[config.mk]
export PLATFORM = sky130hd
export DESIGN_NAME = ps2_scan_receiver
export DESIGN_NICKNAME = d
export VERILOG_FILES = /design/src/rtl/ps2_scan_receiver.sv
export SDC_FILE = /design/constraint.sdc
export NUM_CORES = 1
export LEC_CHECK = 0
export ABC_AREA = 1
export BUFFER_PORTS_ARGS = -buffer_cell sky130_fd_sc_hd__buf_2
export CAP_MARGIN = 20
export CORE_MARGIN = 5
export CORE_UTILIZATION = 45
export CTS_BUF_LIST = sky130_fd_sc_hd__clkbuf_4 sky130_fd_sc_hd__clkbuf_8
export DETAILED_ROUTE_END_ITERATION = 8
export GPL_TIMING_DRIVEN = 1
export PLACE_DENSITY_LB_ADDON = 0.3
export SYNTH_ARGS = -nofsm -noshare
export SYNTH_HDL_FRONTEND = slang
export SYNTH_SLANG_ARGS = --single-unit
[constraint.sdc]
create_clock -name CLOCK_50 -period 3.9 [get_ports CLOCK_50]
set_input_delay 0.78 -clock CLOCK_50 [delete_from_list [all_inputs] [get_ports CLOCK_50]]
set_output_delay 0.78 -clock CLOCK_50 [all_outputs]
set_load 0.01 [all_outputs]
[src/rtl/ps2_scan_receiver.sv]
// Host-side PS/2 keyboard receiver: synchronizes ps2_clk/ps2_dat, deserializes
// 11-bit frames, checks parity/stop, times out stalled frames and queues codes.
module ps2_scan_receiver #(
    parameter int unsigned FIFO_DEPTH     = 4,
    parameter int unsigned TIMEOUT_CYCLES = 100000
) (
    input  logic       CLOCK_50,
    input  logic       Resetn,
    input  logic       ps2_clk,
    input  logic       ps2_dat,
    output logic [7:0] code,
    output logic       code_valid,
    input  logic       code_ack,
    output logic       parity_err,
    output logic       frame_err,
    output logic       overflow,
    input  logic       clear_err,
    output logic       busy
);

    localparam int unsigned AW = $clog2(FIFO_DEPTH);
    localparam int unsigned CW = AW + 1;
    localparam int unsigned TW = $clog2(TIMEOUT_CYCLES);

    typedef enum logic [1:0] {IDLE, DATA, PARITY, STOP} state_t;

    state_t         state;
    state_t         state_next;
    logic           clk_meta, clk_s, clk_prev;
    logic           dat_meta, dat_s;
    logic           fall;
    logic [2:0]     bit_cnt;
    logic [7:0]     sh;
    logic           par_ok;
    logic [TW-1:0]  tmo_cnt;
    logic           push, perr_set, ferr_set, tmo_hit;
    logic [7:0]     mem [FIFO_DEPTH];
    logic [AW-1:0]  wr_ptr, rd_ptr;
    logic [CW-1:0]  count;
    logic           full, pop, wr_en, ovf_set;

    // Two-flop synchronizers plus one delay stage for falling-edge detection
    always_ff @(posedge CLOCK_50 or negedge Resetn) begin
        if (!Resetn) begin
            clk_meta <= 1'b1;
            clk_s    <= 1'b1;
            clk_prev <= 1'b1;
            dat_meta <= 1'b1;
            dat_s    <= 1'b1;
        end else begin
            clk_meta <= ps2_clk;
            clk_s    <= clk_meta;
            clk_prev <= clk_s;
            dat_meta <= ps2_dat;
            dat_s    <= dat_meta;
        end
    end

    assign fall = clk_prev & ~clk_s;

    always_ff @(posedge CLOCK_50 or negedge Resetn) begin
        if (!Resetn) state <= IDLE;
        else         state <= state_next;
    end

    // One transition per ps2_clk fall; a stall aborts the frame silently
    always_comb begin
        state_next = state;
        push       = 1'b0;
        perr_set   = 1'b0;
        ferr_set   = 1'b0;
        tmo_hit    = 1'b0;
        if (fall) begin
            case (state)
                IDLE:   if (!dat_s) state_next = DATA;
                DATA:   if (bit_cnt == 3'd7) state_next = PARITY;
                PARITY: state_next = STOP;
                STOP: begin
                    state_next = IDLE;
                    if (!dat_s)      ferr_set = 1'b1;
                    else if (par_ok) push     = 1'b1;
                    else             perr_set = 1'b1;
                end
                default: state_next = IDLE;
            endcase
        end else if (state != IDLE && tmo_cnt == TW'(TIMEOUT_CYCLES - 1)) begin
            state_next = IDLE;
            tmo_hit    = 1'b1;
        end
    end

    always_ff @(posedge CLOCK_50 or negedge Resetn) begin
        if (!Resetn) begin
            bit_cnt <= 3'd0;
            sh      <= 8'd0;
            par_ok  <= 1'b0;
            tmo_cnt <= '0;
        end else begin
            tmo_cnt <= (fall || state == IDLE) ? '0 : tmo_cnt + TW'(1);
            if (fall) begin
                case (state)
                    IDLE:   bit_cnt <= 3'd0;
                    DATA: begin
                        sh      <= {dat_s, sh[7:1]};
                        bit_cnt <= bit_cnt + 3'd1;
                    end
                    PARITY: par_ok <= (^sh) ^ dat_s;
                    default: ;
                endcase
            end else if (tmo_hit) begin
                sh <= 8'd0;
            end
        end
    end

    // A pop frees the slot in the same cycle, so a push into a full FIFO still lands
    assign pop     = code_ack & code_valid;
    assign full    = (count == CW'(FIFO_DEPTH));
    assign wr_en   = push & (~full | pop);
    assign ovf_set = push & full & ~pop;

    always_ff @(posedge CLOCK_50 or negedge Resetn) begin
        if (!Resetn) begin
            for (int i = 0; i < int'(FIFO_DEPTH); i++) mem[i] <= 8'd0;
            wr_ptr <= '0;
            rd_ptr <= '0;
            count  <= '0;
        end else begin
            if (wr_en) begin
                mem[wr_ptr] <= sh;
                wr_ptr      <= wr_ptr + AW'(1);
            end
            if (pop) rd_ptr <= rd_ptr + AW'(1);
            case ({wr_en, pop})
                2'b10:   count <= count + CW'(1);
                2'b01:   count <= count - CW'(1);
                default: ;
            endcase
        end
    end

    assign code       = mem[rd_ptr];
    assign code_valid = (count != '0);
    assign busy       = (state != IDLE);

    // Sticky error flags; a set event outranks clear_err
    always_ff @(posedge CLOCK_50 or negedge Resetn) begin
        if (!Resetn) begin
            parity_err <= 1'b0;
            frame_err  <= 1'b0;
            overflow   <= 1'b0;
        end else begin
            if (perr_set)       parity_err <= 1'b1;
            else if (clear_err) parity_err <= 1'b0;
            if (ferr_set)       frame_err  <= 1'b1;
            else if (clear_err) frame_err  <= 1'b0;
            if (ovf_set)        overflow   <= 1'b1;
            else if (clear_err) overflow   <= 1'b0;
        end
    end

endmodule

==> results.ini <==
[synth]
synth-compound-area-share=0.1361
postSynthAreaPerCell_sq_um=8.637
synth-seq-cells=78
synth_cell_types=29
synthMuxAreaShare=0
synth_simple_gate_area_frac=0.2194
yosysMostFrequentCell=nand2_1
synth_cells=445
yosysTopAreaCell=dfrtp_1
async_flop_share=1.000
syn_area_sq_um=3844
synthXorXnorAreaFrac=0.02279
ys_seq_area_frac=0.5094
ys.flop_type=dfrtp_1
ys_top_cells_by_count=nand2_1 (115), dfrtp_1 (73), nor2_1 (51)
synthAdderAreaFrac=0.04427
synth_top_family_by_area=simple AND/OR/NAND/NOR gates
syn_nets=464
yosys-top-cells-area=dfrtp_1 (48%), nand2_1 (11%), nor2_1 (5.0%)
synth_top_area_frac=0.4753
yosys_warnings=0
synth-edff-count=0

[placed_design]
dpl.hpwl_um=5087
portBuffers=18
gp_congestion=0.8874
placed_area_sq_um=3998

[global_routing]
grt_pass1_vias=2890
met2_usage=0.2478
grtUsageMet1=0.2138
grt_max_degree=79
top_usage_layer=met2
antenna_found_initial=0
grtUsageMet3=0.03345
grt_first_pass_wirelength_um=13160
track_usage=0.1596
overflow=0

[floorplanning]
num_io_pins=19
die_w_um=102.4
start_util=0.4655
core_sq_um=8258
die_h_um=102.4
die_area_sq_um=10490
fp-row-count=33

[setup_path]
endpoint_kind=primary output
r2r_setup_slack_ns=1.67
rr_worst_depth=10
critPathRequiredTime_ns=3.12
start_kind=flip-flop
r2r_end=count[2]$_DFFE_PN0P_
critical_path.max_fanout=19
cp.arrival_ns=1.74
r2r_start=state[0]$_DFFE_PN0P_
crit_path_end=code[2]
crit_path_start=rd_ptr[0]$_DFFE_PN0P_
critPathKind=reg2out

[sta]
period_needed_ns=2.520
slew_headroom=0.5360
finClkSkew_ns=0.01224
setup_viol=0
worst_pin_slew_ns=0.6934
fin_tns_setup_ns=0
fmax_mhz=396.9
drv_slew=0
period_share=0.6461
hold_viol_final=0
rsz0062_at_grt=false

[clock_network]
ctsRootBufferMaster=clkbuf_8
clkTransAtPathRegs_ns=0.09
cts_tree=yes
postCtsSetupBuffers=0
cts.sinks=78
clock_latency_ns=0.36
cts_buffers=9
holdBufCountCts=0
post_cts_resized=0
h-tree-depth=3
clock_path_buffers=2

[cells_and_area]
fin_nets=484
fin_area_sq_um=4230
n_antenna_cell=0
drive_above_1_share=0.1085
syn_to_final_growth_pct=10.06

[power]
power.total_mw=2.001
p_per_area_nw_per_um2=473.1
irDropWorstVdd_v=0.0001895
cellLeakagePower_nw=1.999

[drt]
wirelength_um=7421
vias=2908
drt_iter0_drc=106
drcViolationCount=0
vias_per_cell=5.057
wire_per_inst_um=12.91
drtAntennaViolNets=0
drt_first_pass_iters=7

[min_path]
holdCritPathClass=in2async

[outcome]
outcome=completed

[job]
cap_viol_max_count=0

[routing by layer]
metal  vias up  part of all wire
met5         -                 0
met4         0             0.022
met3        18             0.033
met2        32              0.46
met1      1383              0.48
li1       1475                 -
[flip-flops by register name, summed over array words and instances (netlist names), 2 cells and up]
| name | flops |
|---|---|
| bit_cnt | 3 |
| count | 3 |
| mem | 32 |
| rd_ptr | 2 |
| sh | 8 |
| state | 2 |
| tmo_cnt | 17 |
| wr_ptr | 2 |
[kinds of logic after synthesis]
group           Yosys count
fa+ha+maj                13
buf+inv                  60
xor+xnor                 10
flops                    78
compound gates           86
simple gates            198
[cells in the final DEF, fill, tap and decap left out, types with 2 or more instances in the layout]
cell type,netlist,final
nand2_1,115,115
dfrtp_1,73,73
nor2_1,51,51
inv_1,49,49
o21ai_0,35,35
o21a_1,25,25
buf_2,2,17
nand3_1,13,13
ha_1,12,12
a21oi_1,11,11
xor2_1,9,9
clkbuf_8,0,9
o22ai_1,8,8
nor2_4,6,6
dfstp_2,5,5
nand4_1,4,4
nand3b_1,3,3
o32ai_1,3,3
clkinvlp_4,0,3
nor3_1,2,2
nor2_2,2,2
a22o_1,2,2
buf_4,1,2
[final cells by class]
type	count	area [sq um]
fill	787	4028
tap	105	131.4
sequential	78	1958
clock inverter	7	81.33
timing repair buffer	20	127.6
multi-input combinational	307	1624
inverter	49	183.9
clock buffer	9	123.9
[per-stage QoR]
| step | setup slack [ns] | std cells | hold WS, ns | utilization |
|---|---|---|---|---|
| after floorplan | 1.549 | 445 | 0.3452 | - |
| after global placement | 1.458 | 558 | 0.3454 | 0.4841 |
| after detailed placement | 1.385 | 558 | 0.3468 | 0.4841 |
| after CTS | 1.350 | 574 | 0.3602 | 0.5089 |
| after global routing | 1.170 | 575 | 0.3529 | 0.5123 |
| final | 1.380 | 575 | 0.3420 | 0.5123 |
[how the worst min path moves through the flow]
| stage | endpoint | cells past startpoint |
|---|---|---|
| 2_1_floorplan | clk_s$_DFF_PN1_ | 0 |
| 3_3_place_gp | dat_s$_DFF_PN1_ | 0 |
| 3_5_place_dp | dat_s$_DFF_PN1_ | 0 |
| 4_1_cts | dat_s$_DFF_PN1_ | 0 |
| 5_1_grt | tmo_cnt[0]$_DFF_PN0_ | 1 |
| 6_report | tmo_cnt[3]$_DFF_PN0_ | 1 |
[worst max-delay path, cell delays in order, from the launching register on]
cell	delay, ns
dfrtp_1	0.36
buf_4	0.19
inv_1	0.35
o21ai_0	0.14
o22ai_1	0.17
buf_2	0.17
[power by group]
| part | switching (mW) | leakage [nW] | internal, mW |
|---|---|---|---|
| logic | 0.292 | 0.858 | 0.177 |
| clock network | 0.326 | 0.0940 | 0.303 |
| registers | 0.0454 | 1.05 | 0.858 |
No activity file was read; power rests on OpenSTA's default activity.
